==> config.mk <==
export PLATFORM = sky130hd
export DESIGN_NAME = irrigation_zone_scheduler
export DESIGN_NICKNAME = d
export VERILOG_FILES = /design/src/rtl/irrigation_pkg.sv /design/src/rtl/sensor_debouncer.sv /design/src/rtl/irrigation_zone_scheduler.sv
export SDC_FILE = /design/constraint.sdc
export NUM_CORES = 1
export LEC_CHECK = 0
export ABC_AREA = 1
export ABC_CLOCK_PERIOD_IN_PS = 2200
export CAP_MARGIN = 10
export CORE_ASPECT_RATIO = 1.5
export CORE_MARGIN = 2
export CORE_UTILIZATION = 40
export DETAILED_ROUTE_END_ITERATION = 8
export SKIP_LAST_GASP = 1
export SYNTH_ARGS = -nofsm -noshare
export SYNTH_HDL_FRONTEND = slang
export SYNTH_HIERARCHICAL = 1
export SYNTH_SLANG_ARGS = --single-unit
export TNS_END_PERCENT = 20
==> constraint.sdc <==
create_clock -name clock -period 2.2 [get_ports clock]
set_input_delay 0.33 -clock clock [delete_from_list [all_inputs] [get_ports clock]]
set_output_delay 0.33 -clock clock [all_outputs]
set_load 0.1 [all_outputs]
==> src/rtl/irrigation_pkg.sv <==
// Shared types and level-probe helpers for the irrigation scheduler.
// Latency: n/a (types and a pure function only).
// Backpressure: n/a.
package irrigation_pkg;

  typedef enum logic [1:0] {
    IDLE   = 2'd0,
    GRANT  = 2'd1,
    WATER  = 2'd2,
    SETTLE = 2'd3
  } state_t;

  typedef enum logic {
    DRIPPER   = 1'b0,
    SPRINKLER = 1'b1
  } mode_t;

  // A probe reporting water while the probe below it is dry is physically
  // impossible, so it marks a broken or stuck probe.
  function automatic logic level_conflict(input logic low, input logic mid, input logic high);
    return (mid & ~low) | (high & ~mid);
  endfunction

endpackage

==> src/rtl/sensor_debouncer.sv <==
// Two-flop synchroniser plus tick-based stability filter for one sensor bit.
// Latency: 2 clocks of synchronisation + DEBOUNCE_TICKS ticks of stable input.
// Backpressure: none; the output simply follows the filtered input.
// Ports: clock, reset_n (async active-low), tick (time-base enable),
//        sample (raw asynchronous input), stable (debounced level, 0 at reset).
module sensor_debouncer #(
  parameter int DEBOUNCE_TICKS = 4
) (
  input  logic clock,
  input  logic reset_n,
  input  logic tick,
  input  logic sample,
  output logic stable
);

  localparam int CW = (DEBOUNCE_TICKS > 1) ? $clog2(DEBOUNCE_TICKS) : 1;

  logic          sync_a;
  logic          sync_b;
  logic [CW-1:0] cnt;

  always_ff @(posedge clock or negedge reset_n) begin
    if (!reset_n) begin
      sync_a <= 1'b0;
      sync_b <= 1'b0;
      cnt    <= '0;
      stable <= 1'b0;
    end else begin
      sync_a <= sample;
      sync_b <= sync_a;
      // Any tick on which the input agrees with the output restarts the count,
      // so only an unbroken run of differing ticks can flip the output.
      if (sync_b == stable) begin
        cnt <= '0;
      end else if (tick) begin
        if (cnt == CW'(DEBOUNCE_TICKS - 1)) begin
          stable <= sync_b;
          cnt    <= '0;
        end else begin
          cnt <= cnt + 1'b1;
        end
      end
    end
  end

endmodule

==> src/rtl/irrigation_zone_scheduler.sv <==
// Round-robin multi-zone irrigation scheduler with tank refill hysteresis and alarm.
// Latency: debounced request -> GRANT next edge -> valves one edge later; all outputs registered.
// Backpressure: none; requests are levels, non-granted zones simply wait their turn.
// Ports: clock, reset_n, tick; tank probes low/mid/high_water_level; earth_dry[ZONES];
//        air_humidity, low_temperature, alarm_clear -> water_supply_valvule, splinker_bomb,
//        dripper_valvule, zone_valve (one-hot), active_zone, busy, alarm, conflict_error.
module irrigation_zone_scheduler
  import irrigation_pkg::*;
#(
  parameter int ZONES          = 4,
  parameter int DEBOUNCE_TICKS = 4,
  parameter int WATER_TICKS    = 600,
  parameter int SETTLE_TICKS   = 30
) (
  input  logic                     clock,
  input  logic                     reset_n,
  input  logic                     tick,
  input  logic                     low_water_level,
  input  logic                     mid_water_level,
  input  logic                     high_water_level,
  input  logic [ZONES-1:0]         earth_dry,
  input  logic                     air_humidity,
  input  logic                     low_temperature,
  input  logic                     alarm_clear,
  output logic                     water_supply_valvule,
  output logic                     splinker_bomb,
  output logic                     dripper_valvule,
  output logic [ZONES-1:0]         zone_valve,
  output logic [$clog2(ZONES)-1:0] active_zone,
  output logic                     busy,
  output logic                     alarm,
  output logic                     conflict_error
);

  localparam int ZW   = $clog2(ZONES);
  localparam int NS   = ZONES + 5;
  localparam int TMAX = (WATER_TICKS > SETTLE_TICKS) ? WATER_TICKS : SETTLE_TICKS;
  localparam int TW   = $clog2(TMAX + 1);

  logic [NS-1:0]    raw;
  logic [NS-1:0]    db;
  logic             lvl_low, lvl_mid, lvl_high, humid, cold;
  logic [ZONES-1:0] dry;
  logic             conflict, allowed, sprinkle_ok, sticky_next;
  logic [ZW-1:0]    grant_zone;

  state_t           state;
  logic [TW-1:0]    timer;
  logic [ZW-1:0]    cur_zone;
  logic [ZW-1:0]    last_zone;
  logic             sticky;

  assign raw = {earth_dry, low_temperature, air_humidity,
                high_water_level, mid_water_level, low_water_level};

  for (genvar g = 0; g < NS; g++) begin : g_deb
    sensor_debouncer #(.DEBOUNCE_TICKS(DEBOUNCE_TICKS)) u_deb (
      .clock   (clock),
      .reset_n (reset_n),
      .tick    (tick),
      .sample  (raw[g]),
      .stable  (db[g])
    );
  end

  assign lvl_low     = db[0];
  assign lvl_mid     = db[1];
  assign lvl_high    = db[2];
  assign humid       = db[3];
  assign cold        = db[4];
  assign dry         = db[NS-1:5];
  assign conflict    = level_conflict(lvl_low, lvl_mid, lvl_high);
  assign allowed     = lvl_low & ~conflict;
  assign sprinkle_ok = ~humid & ~cold & lvl_mid;
  // Set dominates clear so a clear pulse can never hide a live conflict.
  assign sticky_next = conflict | (sticky & ~alarm_clear);

  // First requesting zone strictly after the previous grant, wrapping around.
  function automatic logic [ZW-1:0] pick_zone(input logic [ZONES-1:0] req, input logic [ZW-1:0] last);
    logic [ZW-1:0] sel;
    logic [ZW-1:0] zidx;
    logic          found;
    int            idx;
    sel   = '0;
    found = 1'b0;
    for (int i = 1; i <= ZONES; i++) begin
      idx  = (int'(last) + i) % ZONES;
      zidx = ZW'(idx);
      if (!found && req[zidx]) begin
        sel   = zidx;
        found = 1'b1;
      end
    end
    return sel;
  endfunction

  assign grant_zone = pick_zone(dry, last_zone);

  always_ff @(posedge clock or negedge reset_n) begin
    if (!reset_n) begin
      water_supply_valvule <= 1'b0;
      sticky               <= 1'b0;
      alarm                <= 1'b0;
      conflict_error       <= 1'b0;
    end else begin
      conflict_error <= conflict;
      sticky         <= sticky_next;
      alarm          <= sticky_next | ~lvl_low;
      // Hysteresis between mid and high probes; a broken probe set never refills.
      if (conflict || lvl_high) begin
        water_supply_valvule <= 1'b0;
      end else if (!lvl_mid) begin
        water_supply_valvule <= 1'b1;
      end
    end
  end

  always_ff @(posedge clock or negedge reset_n) begin
    if (!reset_n) begin
      state           <= IDLE;
      timer           <= '0;
      cur_zone        <= '0;
      last_zone       <= ZW'(ZONES - 1);
      zone_valve      <= '0;
      splinker_bomb   <= 1'b0;
      dripper_valvule <= 1'b0;
      active_zone     <= '0;
      busy            <= 1'b0;
    end else begin
      case (state)
        IDLE: begin
          if (allowed && (|dry)) begin
            state <= GRANT;
            busy  <= 1'b1;
          end
        end
        GRANT: begin
          // Mode is decided once here and held for the whole grant.
          automatic mode_t m = sprinkle_ok ? SPRINKLER : DRIPPER;
          cur_zone        <= grant_zone;
          active_zone     <= grant_zone;
          timer           <= TW'(WATER_TICKS - 1);
          zone_valve      <= ZONES'(1) << grant_zone;
          splinker_bomb   <= (m == SPRINKLER);
          dripper_valvule <= (m == DRIPPER);
          state           <= WATER;
        end
        WATER: begin
          if (!allowed || !dry[cur_zone] || (tick && timer == '0)) begin
            state           <= SETTLE;
            timer           <= TW'(SETTLE_TICKS - 1);
            zone_valve      <= '0;
            splinker_bomb   <= 1'b0;
            dripper_valvule <= 1'b0;
            last_zone       <= cur_zone;
          end else if (tick) begin
            timer <= timer - 1'b1;
          end
        end
        SETTLE: begin
          if (tick) begin
            if (timer == '0) begin
              state       <= IDLE;
              busy        <= 1'b0;
              active_zone <= '0;
            end else begin
              timer <= timer - 1'b1;
            end
          end
        end
        default: state <= IDLE;
      endcase
    end
  end

endmodule

==> key figures, run 1 <==
Outcome
  • Outcome: finished clean

Power
  • Leakage: 0.00257 uW
  • Total power: 7360 uW
  • Maximum VDD drop: 1.09 mV
  • Pwr Density: 1560 nW/um2

Die
  • Row cnt: 44
  • Die W: 85.7 um
  • Core area: 9690 um2
  • Die Ht: 126 um
  • Die area: 10800 um2
  • I/O pins: 25
  • Initial Util: 0.413

Yosys
  • Synthesized cell area: 4000 um2
  • Syn_nets: 558
  • Syn Inst Count: 530
  • YS warnings: 6
  • Register area share after synthesis: 0.464
  • Avg Inst Size Synth: 7.55 um2
  • Number of synthesized flops with an enable pin: 0
  • Ys async rst share: 1.00
  • Top_reg_cell synth: dfrtp_1
  • Unique masters post-synth: 34
  • FF+latch count, synth: 74

Routing
  • Antenna-violating nets left: 0
  • DR vias: 3299
  • Vias/cell: 4.80
  • Detailed Routing Iterations Pass 1: 4
  • First DRT Iteration DRCs: 179
  • Final wirelength: 7840 um
  • Wire per inst: 11.4 um
  • Remaining DRCs: 0

Critical path
  • Worst r2r src: last_zone[0]
  • CP Class: reg2reg
  • Crit path arrival time: 1.95 ns
  • Cells on worst reg2reg path: 11
  • Flop2flop setup slack: 0.48 ns
  • CP max stage delay: 0.66 ns
  • Slowest-stage cell, CP: dfstp_2
  • Critical Path End Type: flop
  • Crit-path leading delay family: simple AND/OR/NAND/NOR gates
  • Worst r2r dst: active_zone[0]
  • Critical Path Source Type: flop
  • Worst path cell trace: inv_2 -> nand2_1 -> nand2_1 -> nand2_2 -> nand2_2 -> o21bai_1 -> nand2_1 -> nand2_2 -> nand2_2 -> nand3_1 -> nand2_1
  • CP bufs+invs: 1
  • Critical path fanouts, max: 13
  • CP required: 2.42 ns

Layout
  • Final #Nets: 595
  • Ant. Diodes: 0
  • Synth-to-layout area growth: 18.0%
  • Finished Cell Area: 4720 um2
  • Share of post-route cells with drive strength above 1: 0.143

Clocking
  • Clock Tree Buf Depth: 2
  • Clk Latency, worst-skew pair: 0.34 ns
  • TritonCTS clock tree: yes
  • TritonCTS buffer count: 9
  • Htree depth: 3
  • CTS sink count: 74
  • Root Buffer: clkbuf_16
  • Setup bufs post-CTS: 0
  • Clock transition at path regs: 0.06 ns

Timing
  • Final slew viol count: 0
  • Setup TNS: 0 ns
  • Worst Max-Slew Pin Slew: 0.476 ns
  • Unrepaired setup endpoints after global routing: no
  • Fmax achieved: 0.581 GHz
  • Fin crit share: 0.782
  • Final Skew: 0.0113 ns
  • Crit path time final: 1.72 ns
  • Rel. slew slack: 0.683
  • Fin Hold WS: 0.346 ns
  • Final Hold Viols: 0
  • Setup violators final: 0
  • Min setup slack post-route: 0.479 ns

Global route
  • Initial antenna violation count: 0
  • First-pass GRT wire length: 14000 um
  • Vias in the first global route: 3273
  • GRT Util Overall: 0.162
  • Largest net degree at the start of global routing: 41
  • GRT Residual Overflow: 0

Placement
  • Routability cong.: 0.873
  • Dpl hpwl: 5820 um
  • # port buffers: 24
  • Placed Area: 4370 um2
  • Pre-CTS WS: 0.410 ns

Min path
  • Min-delay worst type: reg2reg
  • Worst hold stages: 0
  • Hold Path End: g_deb[3].u_deb/sync_b
  • Hold Path Origin: g_deb[3].u_deb/sync_a

Run
  • Max cap viols: 0
timing repair:
item                      CTS  global route
resized for setup           0             0
hold endpoints to repair   32             0
hold buffers                1             0
Yosys cell counts, types with 5 or more instances:
master / number / area (um2)
inv_1: 61 / 229
inv_2: 13 / 48.8
dfrtp_1: 72 / 1800
o21ai_1: 17 / 85.1
nand2_1: 214 / 803
nor2_2: 12 / 75.1
nand2_2: 6 / 37.5
nor2_4: 5 / 56.3
o21ai_0: 11 / 55.1
ha_1: 15 / 188
nand3_1: 30 / 150
nor2_1: 41 / 154
worst max path at each step:
stage	start	to	slack (ns)	depth (start not counted)
2_1_floorplan	state[0]	timer[9]	0.61	11
3_3_place_gp	tick	zone_valve[1]	0.48	8
3_5_place_dp	tick	g_deb[4].u_deb/stable	0.41	5
4_1_cts	last_zone[0]	active_zone[0]	0.47	11
5_1_grt	last_zone[0]	active_zone[0]	0.28	11
6_report	last_zone[0]	active_zone[0]	0.48	11
through the flow:
step	std cells	util
finish	687	0.487
CTS	687	0.487
floorplan	530	-
global placement	670	0.451
global route	687	0.487
detailed placement	670	0.451
final cells by class:
class,instances,area [um2]
Tap cell,115,144
Multi-Input combinational cell,376,1830
Clock buffer,12,267
Inverter,76,288
Sequential cell,74,1850
Fill cell,929,4970
Timing Repair Buffer,30,268
Clock inverter,4,72.6
flip-flops by register name (all words and copies together), names as in the netlist:
register,cells
g_deb.u_deb/stable,9
timer,10
state,2
conflict_error,1
splinker_bomb,1
cur_zone,2
g_deb.u_deb/sync_b,9
active_zone,2
g_deb.u_deb/sync_a,9
dripper_valvule,1
zone_valve,4
sticky,1
busy,1
alarm,1
g_deb.u_deb/cnt,18
water_supply_valvule,1
last_zone,2
power by group:
part	switching, uW	leakage [uW]	internal [uW]
logic	2460	0.00152	1070
registers	389	0.000888	1800
clock network	548	0.000165	1080
worst reg2reg max path: stages, from the launching register on:
cell and delay, ns:
dfstp_2 0.66, inv_2 0.11, nand2_1 0.07, nand2_1 0.09, nand2_2 0.10, nand2_2 0.08
o21bai_1 0.12, nand2_1 0.08, nand2_2 0.09, nand2_2 0.08, nand3_1 0.07, nand2_1 0.05
routing by layer:
metal	up-vias	GRT usage	share of wire
li1	1708	-	-
met1	1519	0.176	0.43
met2	56	0.289	0.52
met3	16	0.0377	0.031
met4	0	0.0840	0.027
met5	-	0	0
cell families (layout without fill, tap and decap cells):
group,count (synthesis),in the layout,share of synthesized area
AND/OR/NAND/NOR,320,320,0.348
buffers and inverters,80,122,0.0801
flip-flops,74,74,0.464
AO/OA/AOI/OAI,37,37,0.0525
adder cells (fa/ha/maj),15,15,0.0469
XOR/XNOR,4,4,0.00876
layout by cell type (no fill, tap or decap), drive strengths merged:
master / count
clkinvlp: 1
a22oi: 1
a21boi: 1
ha: 15
dfrtp: 72
xnor2: 1
o211ai: 1
clkinv: 2
dfstp: 2
clkdlybuf4s50: 11
nand4: 5
clkbuf: 12
buf: 18
nand3: 33
bufinv: 2
o21ai: 28
nand3b: 1
o21a: 1
inv: 75
dlygate4sd3: 1
xor2: 3
nand2: 221
a21oi: 2
nor3: 2
nor2: 58
o21bai: 3
No activity file was read; power rests on OpenSTA's default activity.
==> run 2, diff against run 1 <==
ABC_CLOCK_PERIOD_IN_PS = 1600   (was 2200)
clock period = 1.6 ns   (was 2.2 ns; I/O delays follow)
==> run 2 against run 1 <==
The run now ends with setup timing left. Count of clock-buffer cells in the layout is 2 lower. Sequential power increased by 37%. First-iteration DRC count is 8.9% higher. Non-clock buffer count rose by 26. Worst hold slack lost 0.0093 ns. Routed wire length increased by 7.1%. Critical path depth is the same. Clock power is 26% higher. Setup slack got worse by 0.58 ns. Utilization is 4.0 points higher. Largest power group unchanged. Highest routed layer unchanged.
==> key figures, run 2 (synthesis results as in run 1) <==
Outcome
  • Outcome: finished with violations
  • Failing checks: setup timing

Critical path
  • Crit path arrival time: 1.92 ns (-0.03 ns)
  • Critical Path Source Type: flop
  • Slowest-stage cell, CP: dfstp_2
  • Worst r2r dst: cur_zone[0]
  • CP Class: reg2reg
  • Flop2flop setup slack: -0.10 ns (-0.58 ns)
  • Critical path fanouts, max: 7 (-6)
  • Cells on worst reg2reg path: 11 (unchanged)
  • Worst r2r src: last_zone[0]
  • CP required: 1.82 ns (-0.60 ns)
  • Worst path cell trace: inv_4 -> nand2_2 -> nand2_1 -> nand2_4 -> nand2_4 -> o21bai_1 -> nand2_1 -> nand2_2 -> nand2_4 -> nand2_1 -> o21ai_1
  • Critical Path End Type: flop
  • CP max stage delay: 0.61 ns (-0.05 ns)

Placement
  • # port buffers: 24 (unchanged)
  • Pre-CTS WS: -0.156 ns (-0.566 ns)
  • Routability cong.: 0.850 (-2.6%)
  • Dpl hpwl: 6280 um (+8.0%)
  • Placed Area: 4660 um2 (+6.7%)

Power
  • Total power: 11000 uW (+49%)
  • Pwr Density: 2160 nW/um2 (+38%)
  • Leakage: 0.00273 uW (+6.2%)
  • Maximum VDD drop: 1.61 mV (+48%)

Layout
  • Synth-to-layout area growth: 27.6%
  • Final #Nets: 621 (+4.4%)
  • Largest regs: g_deb.u_deb/cnt x18, timer x10
  • Largest Register: g_deb.u_deb/cnt
  • Final Core Density: 0.527 (+0.0396)
  • Finished Cell Area: 5100 um2 (+8.1%)
  • Ant. Diodes: 0 (unchanged)
  • Max FFs per register: 18 (unchanged)
  • Commonest non-fill, non-tap cell in the layout: nand2_1
  • Fill cell count: 912 (-1.8%)
  • Commonest cells after routing, fill and taps aside: nand2_1 (203), dfrtp_1 (72), inv_1 (61)
  • Share of post-route cells with drive strength above 1: 0.206 (+0.0623)

Routing
  • Final wirelength: 8400 um (+7.1%)
  • Vias/cell: 4.79 (-0.17%)
  • Wire per inst: 11.8 um (+3.2%)
  • Remaining DRCs: 0 (unchanged)
  • First DRT Iteration DRCs: 195 (+8.9%)
  • DR vias: 3418 (+3.6%)
  • Detailed Routing Iterations Pass 1: 4 (unchanged)
  • Antenna-violating nets left: 0 (unchanged)

Min path
  • Worst hold stages: 1 (+1)
  • Hold Path End: g_deb[6].u_deb/sync_a
  • Min-delay worst type: in2reg
  • Hold Path Origin: earth_dry[1]

Timing
  • Setup violators final: 8 (+8)
  • Min setup slack post-route: -0.101 ns (-0.580 ns)
  • Fin Hold WS: 0.337 ns (-0.00928 ns)
  • Worst Max-Slew Pin Slew: 0.387 ns (-0.0887 ns)
  • Final slew viol count: 0 (unchanged)
  • Final Hold Viols: 0 (unchanged)
  • Fmax achieved: 0.588 GHz (+1.2%)
  • Final Skew: 0.00630 ns (-0.00502 ns)
  • Crit path time final: 1.70 ns (-0.0202 ns)
  • Fin crit share: 1.06 (+0.281)
  • Unrepaired setup endpoints after global routing: yes
  • Rel. slew slack: 0.742 (+0.0591)

Global route
  • First-pass GRT wire length: 14500 um (+3.6%)
  • Initial antenna violation count: 0 (unchanged)
  • Vias in the first global route: 3312 (+1.2%)
  • GRT Residual Overflow: 0 (unchanged)
  • GRT Util Overall: 0.170 (+0.00762)
  • Largest net degree at the start of global routing: 31 (-24%)

Die
  • Row cnt: 44 (unchanged)
  • I/O pins: 25 (unchanged)
  • Die area: 10800 um2 (unchanged)
  • Die Ht: 126 um (unchanged)
  • Initial Util: 0.413 (unchanged)
  • Die W: 85.7 um (unchanged)
  • Core area: 9690 um2 (unchanged)

Clocking
  • Clock transition at path regs: 0.06 ns (about the same)
  • Clk Latency, worst-skew pair: 0.34 ns (about the same)
  • Root Buffer: clkbuf_16
  • TritonCTS clock tree: yes
  • TritonCTS buffer count: 9 (unchanged)
  • CTS sink count: 74 (unchanged)
  • Clock Tree Buf Depth: 2 (unchanged)
  • Htree depth: 3 (unchanged)

Run
  • Max cap viols: 0 (unchanged)
## run 2: cell types whose count changed in the layout (fill, tap and decap cells not counted), moves of 3 or more
cell | before | now
nand3_1 | 30 | 27
buf_12 | 1 | 13
nand2_4 | 1 | 5
buf_4 | 17 | 31
nand2_2 | 6 | 13
nand2_1 | 214 | 203
nand3_2 | 3 | 6
## run 2: worst max-delay path: cells and delay by family, from the launching register on
kind            cells  cell delay, ns
buf+inv             1            0.08
compound gates      2            0.22
simple gates        8            0.68
flops               1            0.61
## run 2: repair_timing
| item | 4_1_cts | 5_1_grt |
|---|---|---|
| hold buffers | 1 | 0 |
| endpoints found under the setup margin | 6 | 25 |
| endpoints found under the hold margin | 24 | 0 |
| setup buffers | 1 | 6 |
| resized for setup | 1 | 20 |
| pin swaps | 0 | 14 |
## run 2: per-layer routing
metal	part of all wire	wire length, um	track usage
met5	0	0	0
met4	0.019	157	0.0775
met3	0.030	256	0.0332
met2	0.55	4580	0.313
met1	0.40	3400	0.183
## run 2: worst max path at each step
stage            startpoint            end  slack [ns]  cells past startpoint
5_1_grt        last_zone[0]    cur_zone[0]       -0.21                     11
4_1_cts        last_zone[0]  zone_valve[0]       -0.06                     11
3_5_place_dp           tick  zone_valve[0]       -0.16                      8
6_report       last_zone[0]    cur_zone[0]       -0.10                     11
3_3_place_gp           tick  zone_valve[1]       -0.09                      8
2_1_floorplan      state[0]       timer[9]        0.01                     11
## run 2: cell type report
cell class | count | area (um2) | area share
clock buffers | 10 | 239 | 0.0468
clock inverters | 6 | 66.3 | 0.0130
inverters | 76 | 290 | 0.0569
multi-input cells | 376 | 1900 | 0.372
flip-flops and latches | 74 | 1850 | 0.363
well taps | 115 | 144 | 0.0282
repair buffers | 56 | 613 | 0.120
## run 2: per-stage QoR
| step | instances | setup TNS [ns] |
|---|---|---|
| after floorplan | 530 | 0 |
| after global placement | 689 | -1.11 |
| after detailed placement | 689 | -2.26 |
| after CTS | 707 | -0.294 |
| after global routing | 713 | -2.54 |
| final | 713 | -0.579 |
## run 2: report_power, final
group / total (uW) / switching (uW) / internal [uW]
combinational: 5950 / 3730 / 2230
clock: 2050 / 800 / 1250
sequential: 3000 / 522 / 2480
==> RTL edit 1: new RTL, config.mk and constraints of run 1 <==
Encoding of `state_t`: now Gray code (2 bits for 4 states).
--- a/src/rtl/irrigation_pkg.sv
+++ b/src/rtl/irrigation_pkg.sv
@@ -6,6 +6,6 @@
   typedef enum logic [1:0] {
-    IDLE   = 2'd0,
-    GRANT  = 2'd1,
-    WATER  = 2'd2,
-    SETTLE = 2'd3
+    IDLE   = 2'b00,
+    GRANT  = 2'b01,
+    WATER  = 2'b11,
+    SETTLE = 2'b10
   } state_t;
Formal check against the unedited RTL: same outputs for any inputs over 10 cycles, from zero or initial values and one cycle with reset_n low; not proved beyond that.
==> RTL edit 1 against run 1 <==
Routed wire length shrank 5.2%. Power shrank 8.7%. Via count shrank 6.4%. Final area shrank 5.7%. Count of clock-buffer cells in the layout grew 3. Area after synthesis shrank 5.4%. Worst setup slack lost 160 ps. Critical endpoint is now splinker_bomb. Sequential cell count is the same. Non-clock buffer count is the same.
==> RTL edit 1: results (changes against run 1) <==
endpoint: "splinker_bomb"  # was active_zone[0]
min_from: "g_deb[4].u_deb/sync_a"  # was g_deb[3].u_deb/sync_a
swShare: 0.4626  # was 0.4620
tightest_slew_ps: 498.5  # was 476.1 ps
status: "finished, final reports clean"  # unchanged
drive_gt1_frac: 0.1439  # was 0.1434
skew_ps: 4.309  # was 11.33 ps
placed_cell_area_mm2: 0.004155  # was 0.004369 mm^2
max-vdd-ir-drop_mv: 0.9160  # was 1.093 mV
crit_slowest_cell: "dfrtp_1"  # was dfstp_2
place_ws_ps: 323.6  # was 409.9 ps
synth_compound_area_frac: 0.07176  # was 0.05255
syn_nets: 510  # was 558
grt_max_degree: 47  # was 41
grt_pass1_vias: 2927  # was 3,273
finalWeightedCongestion: 0.8797  # was 0.8726
routedWlPerCell_um: 11.61  # was 11.41 um
grt_pass1_wl_um: 12940  # was 13,990 um
synth_area_leaders: "dfrtp_1 (48%), nand2_1 (18%), inv_1 (6.2%)"  # was dfrtp_1 (45%), nand2_1 (20%), inv_1 (5.7%)
holdWs_ps: 345.8  # was 345.9 ps
yosys-top-cells-count: "nand2_1 (178), dfrtp_1 (72), inv_1 (62)"  # was nand2_1 (214), dfrtp_1 (72), inv_1 (61)
hold_end: "g_deb[4].u_deb/sync_b"  # was g_deb[3].u_deb/sync_b
finalPower_uw: 6718  # was 7361 uW
synth_fa_ha_area_frac: 0.03638  # was 0.04692
reg2reg_from: "timer[0]"  # was last_zone[0]
syn_area_per_cell_um2: 7.785  # was 7.547 um^2
crit_fanout: 7  # was 13
fin_cells: 640  # was 687
p_comb_frac: 0.462  # was 0.481
cts_made_buffers: 9  # unchanged
synth_top_family_by_area: "simple AND/OR/NAND/NOR gates"  # unchanged
synth_xor_area_frac: 0.009259  # was 0.008758
dp_hpwl_um: 5539  # was 5816 um
drtIter0Drc: 139  # was 179
vias_per_cell: 4.825  # was 4.802
cp_slowest_stage_delay_ps: 360  # was 660 ps
==> RTL edit 1: kinds of logic after synthesis <==
| family | after synthesis |
|---|---|
| AND/OR/NAND/NOR | 273 |
| buffers and inverters | 77 |
| adder cells (fa/ha/maj) | 11 |
| AO/OA/AOI/OAI | 47 |
| XOR/XNOR | 4 |
| flip-flops | 74 |
==> RTL edit 1: routing by layer <==
metal,GRT usage,wire length [um],vias up
li1,-,-,1580
met1,0.1734,3165,1455
met2,0.2878,3890,38
met3,0.03605,183,15
met4,0.08165,193,0
met5,0,0,-
==> RTL edit 1: area by class of cell <==
cell class / instances / area (um^2)
Clock buffer: 15 / 277.8
Clock inverter: 1 / 7.507
Fill cell: 889 / 4750
Inverter: 73 / 274.0
Multi-Input combinational cell: 335 / 1629
Sequential cell: 74 / 1854
Tap cell: 112 / 140.1
Timing Repair Buffer: 30 / 267.8
==> RTL edit 1: what timing repair did <==
item | CTS | global route
hold buffers | 1 | 0
hold endpoints to repair | 26 | 0
gates resized for setup | 0 | 0
==> RTL edit 2: new RTL, settings of run 1 <==
Made on the original files. The parameter `SETTLE_TICKS` goes from 30 to 15.
--- a/src/rtl/irrigation_zone_scheduler.sv
+++ b/src/rtl/irrigation_zone_scheduler.sv
@@ -12,3 +12,3 @@
   parameter int WATER_TICKS    = 600,
-  parameter int SETTLE_TICKS   = 30
+  parameter int SETTLE_TICKS   = 15
 ) (
Function: same outputs for any inputs over 10 cycles, from zero or initial values and one cycle with reset_n low; that may be too few to reach the edited logic, so the function may still have changed.
==> RTL edit 2 against run 1 <==
Sequential cell count stayed put. Global-route usage is 0.12 points lower. Power is 1.8% lower. Worst hold slack hardly changed. Worst setup slack worse by 170 ps. Final area is 1.2% lower. Routed wire length is 1.2% lower. Area after synthesis is 0.69% higher. Critical path type unchanged. Critical endpoint is now timer[2].
==> RTL edit 2: results (changes against run 1) <==
met3WireLength_um: 238  # was 243 um
chipWidth_um: 85.93  # was 85.65 um
holdWs_ps: 346.0  # was 345.9 ps
worst_ep_arrival_time_ps: 2110  # was 1950 ps
multi_input_gates: 371  # was 376
drt-met1-wl_um: 3513  # was 3344 um
grt_util_met2: 0.2718  # was 0.2886
buffer_area_frac: 0.05584  # was 0.05675
status: "finished, final reports clean"  # unchanged
grt_pass1_wl_um: 13730  # was 13,990 um
crit_fanout: 15  # was 13
tightest_slew_ps: 455.1  # was 476.1 ps
placed_cell_area_mm2: 0.004385  # was 0.004369 mm^2
wirelength_um: 7743  # was 7840 um
place_ws_ps: 324.8  # was 409.9 ps
multi_input_area_mm2: 0.001828  # was 0.001826 mm^2
finalWeightedCongestion: 0.8391  # was 0.8726
fillers: 946  # was 929
synth_area_leaders: "dfrtp_1 (45%), nand2_1 (18%), inv_1 (6.2%)"  # was dfrtp_1 (45%), nand2_1 (20%), inv_1 (5.7%)
clkCellAreaFrac: 0.05691  # was 0.07186
synth-seq-area-share: 0.4604  # was 0.4636
reg2regPathDepth: 9  # was 11
dp_hpwl_um: 5719  # was 5816 um
signal_buffers: 29  # was 30
nClkBuffers: 13  # was 12
grt_max_degree: 44  # was 41
synth_compound_area_frac: 0.05934  # was 0.05255
grt.total_usage: 0.1609  # was 0.1621
synth_xor_area_frac: 0.008698  # was 0.008758
antenna_found_initial: 0  # unchanged
synth_fa_ha_area_frac: 0.04660  # was 0.04692
insertion_delay_ps: 340  # about the same
dp_cells: 669  # was 670
num_vias: 3240  # was 3,299
vias_per_cell: 4.723  # was 4.802
crit_slowest_cell: "ha_1"  # was dfstp_2
fin_nets: 594  # was 595
area_growth_pct: 15.72  # was 17.95%
synth_cell_types: 30  # was 34
drtIter0Drc: 141  # was 179
cp_top_family: "adder cells"  # was simple AND/OR/NAND/NOR gates
num_antenna_cells: 0  # unchanged
nNonClkInverters: 81  # was 76
cp_slowest_stage_delay_ps: 450  # was 660 ps
grt.met3_usage: 0.03188  # was 0.03774
reg2reg_slack_ps: 310  # was 480 ps
met2_length_um: 3835  # was 4040 um
reg2reg_from: "state[0]"  # was last_zone[0]
seq_share: 0.3979  # was 0.3930
firstDrtPassIters: 7  # was 4
max-vdd-ir-drop_mv: 0.6395  # was 1.093 mV
skew_ps: 5.480  # was 11.33 ps
grt_pass1_vias: 3120  # was 3,273
r2r_end: "timer[2]"  # was active_zone[0]
leakage_uw: 0.002566  # was 0.002570 uW
hold_end: "g_deb[5].u_deb/sync_b"  # was g_deb[3].u_deb/sync_b
drive_gt1_frac: 0.1524  # was 0.1434
postSynthCellCount: 530  # unchanged
RTL edit 2: cell count changes after synthesis, moves of 5 or more:
cell            run 1  this run
nand2_2             6        11
nand2_1           214       194
nor2_1             41        36
nand3_1            30        46
o21ai_2             0         8
inv_1              61        67
o21ai_1            17        11
RTL edit 2: worst max path at each step:
stage | slack, ps | to | depth (start not counted) | start
finish | 310 | timer[2] | 9 | state[0]
global route | 100 | zone_valve[1] | 11 | last_zone[0]
CTS | 300 | timer[2] | 9 | state[0]
detailed placement | 320 | timer[2] | 9 | state[0]
global placement | 320 | timer[2] | 9 | state[0]
floorplan | 630 | timer[2] | 12 | timer[0]
RTL edit 2: power breakdown:
group / internal [uW] / switching [uW]
sequential: 1820 / 382
clock: 789 / 534
combinational: 1140 / 2560
total: 3740 / 3480
RTL edit 2: timing repair:
action / 4_1_cts / 5_1_grt
buffers inserted: 0 / 0
gates resized for setup: 0 / 0
hold buffers: 1 / 0
endpoints found under the hold margin: 29 / 0
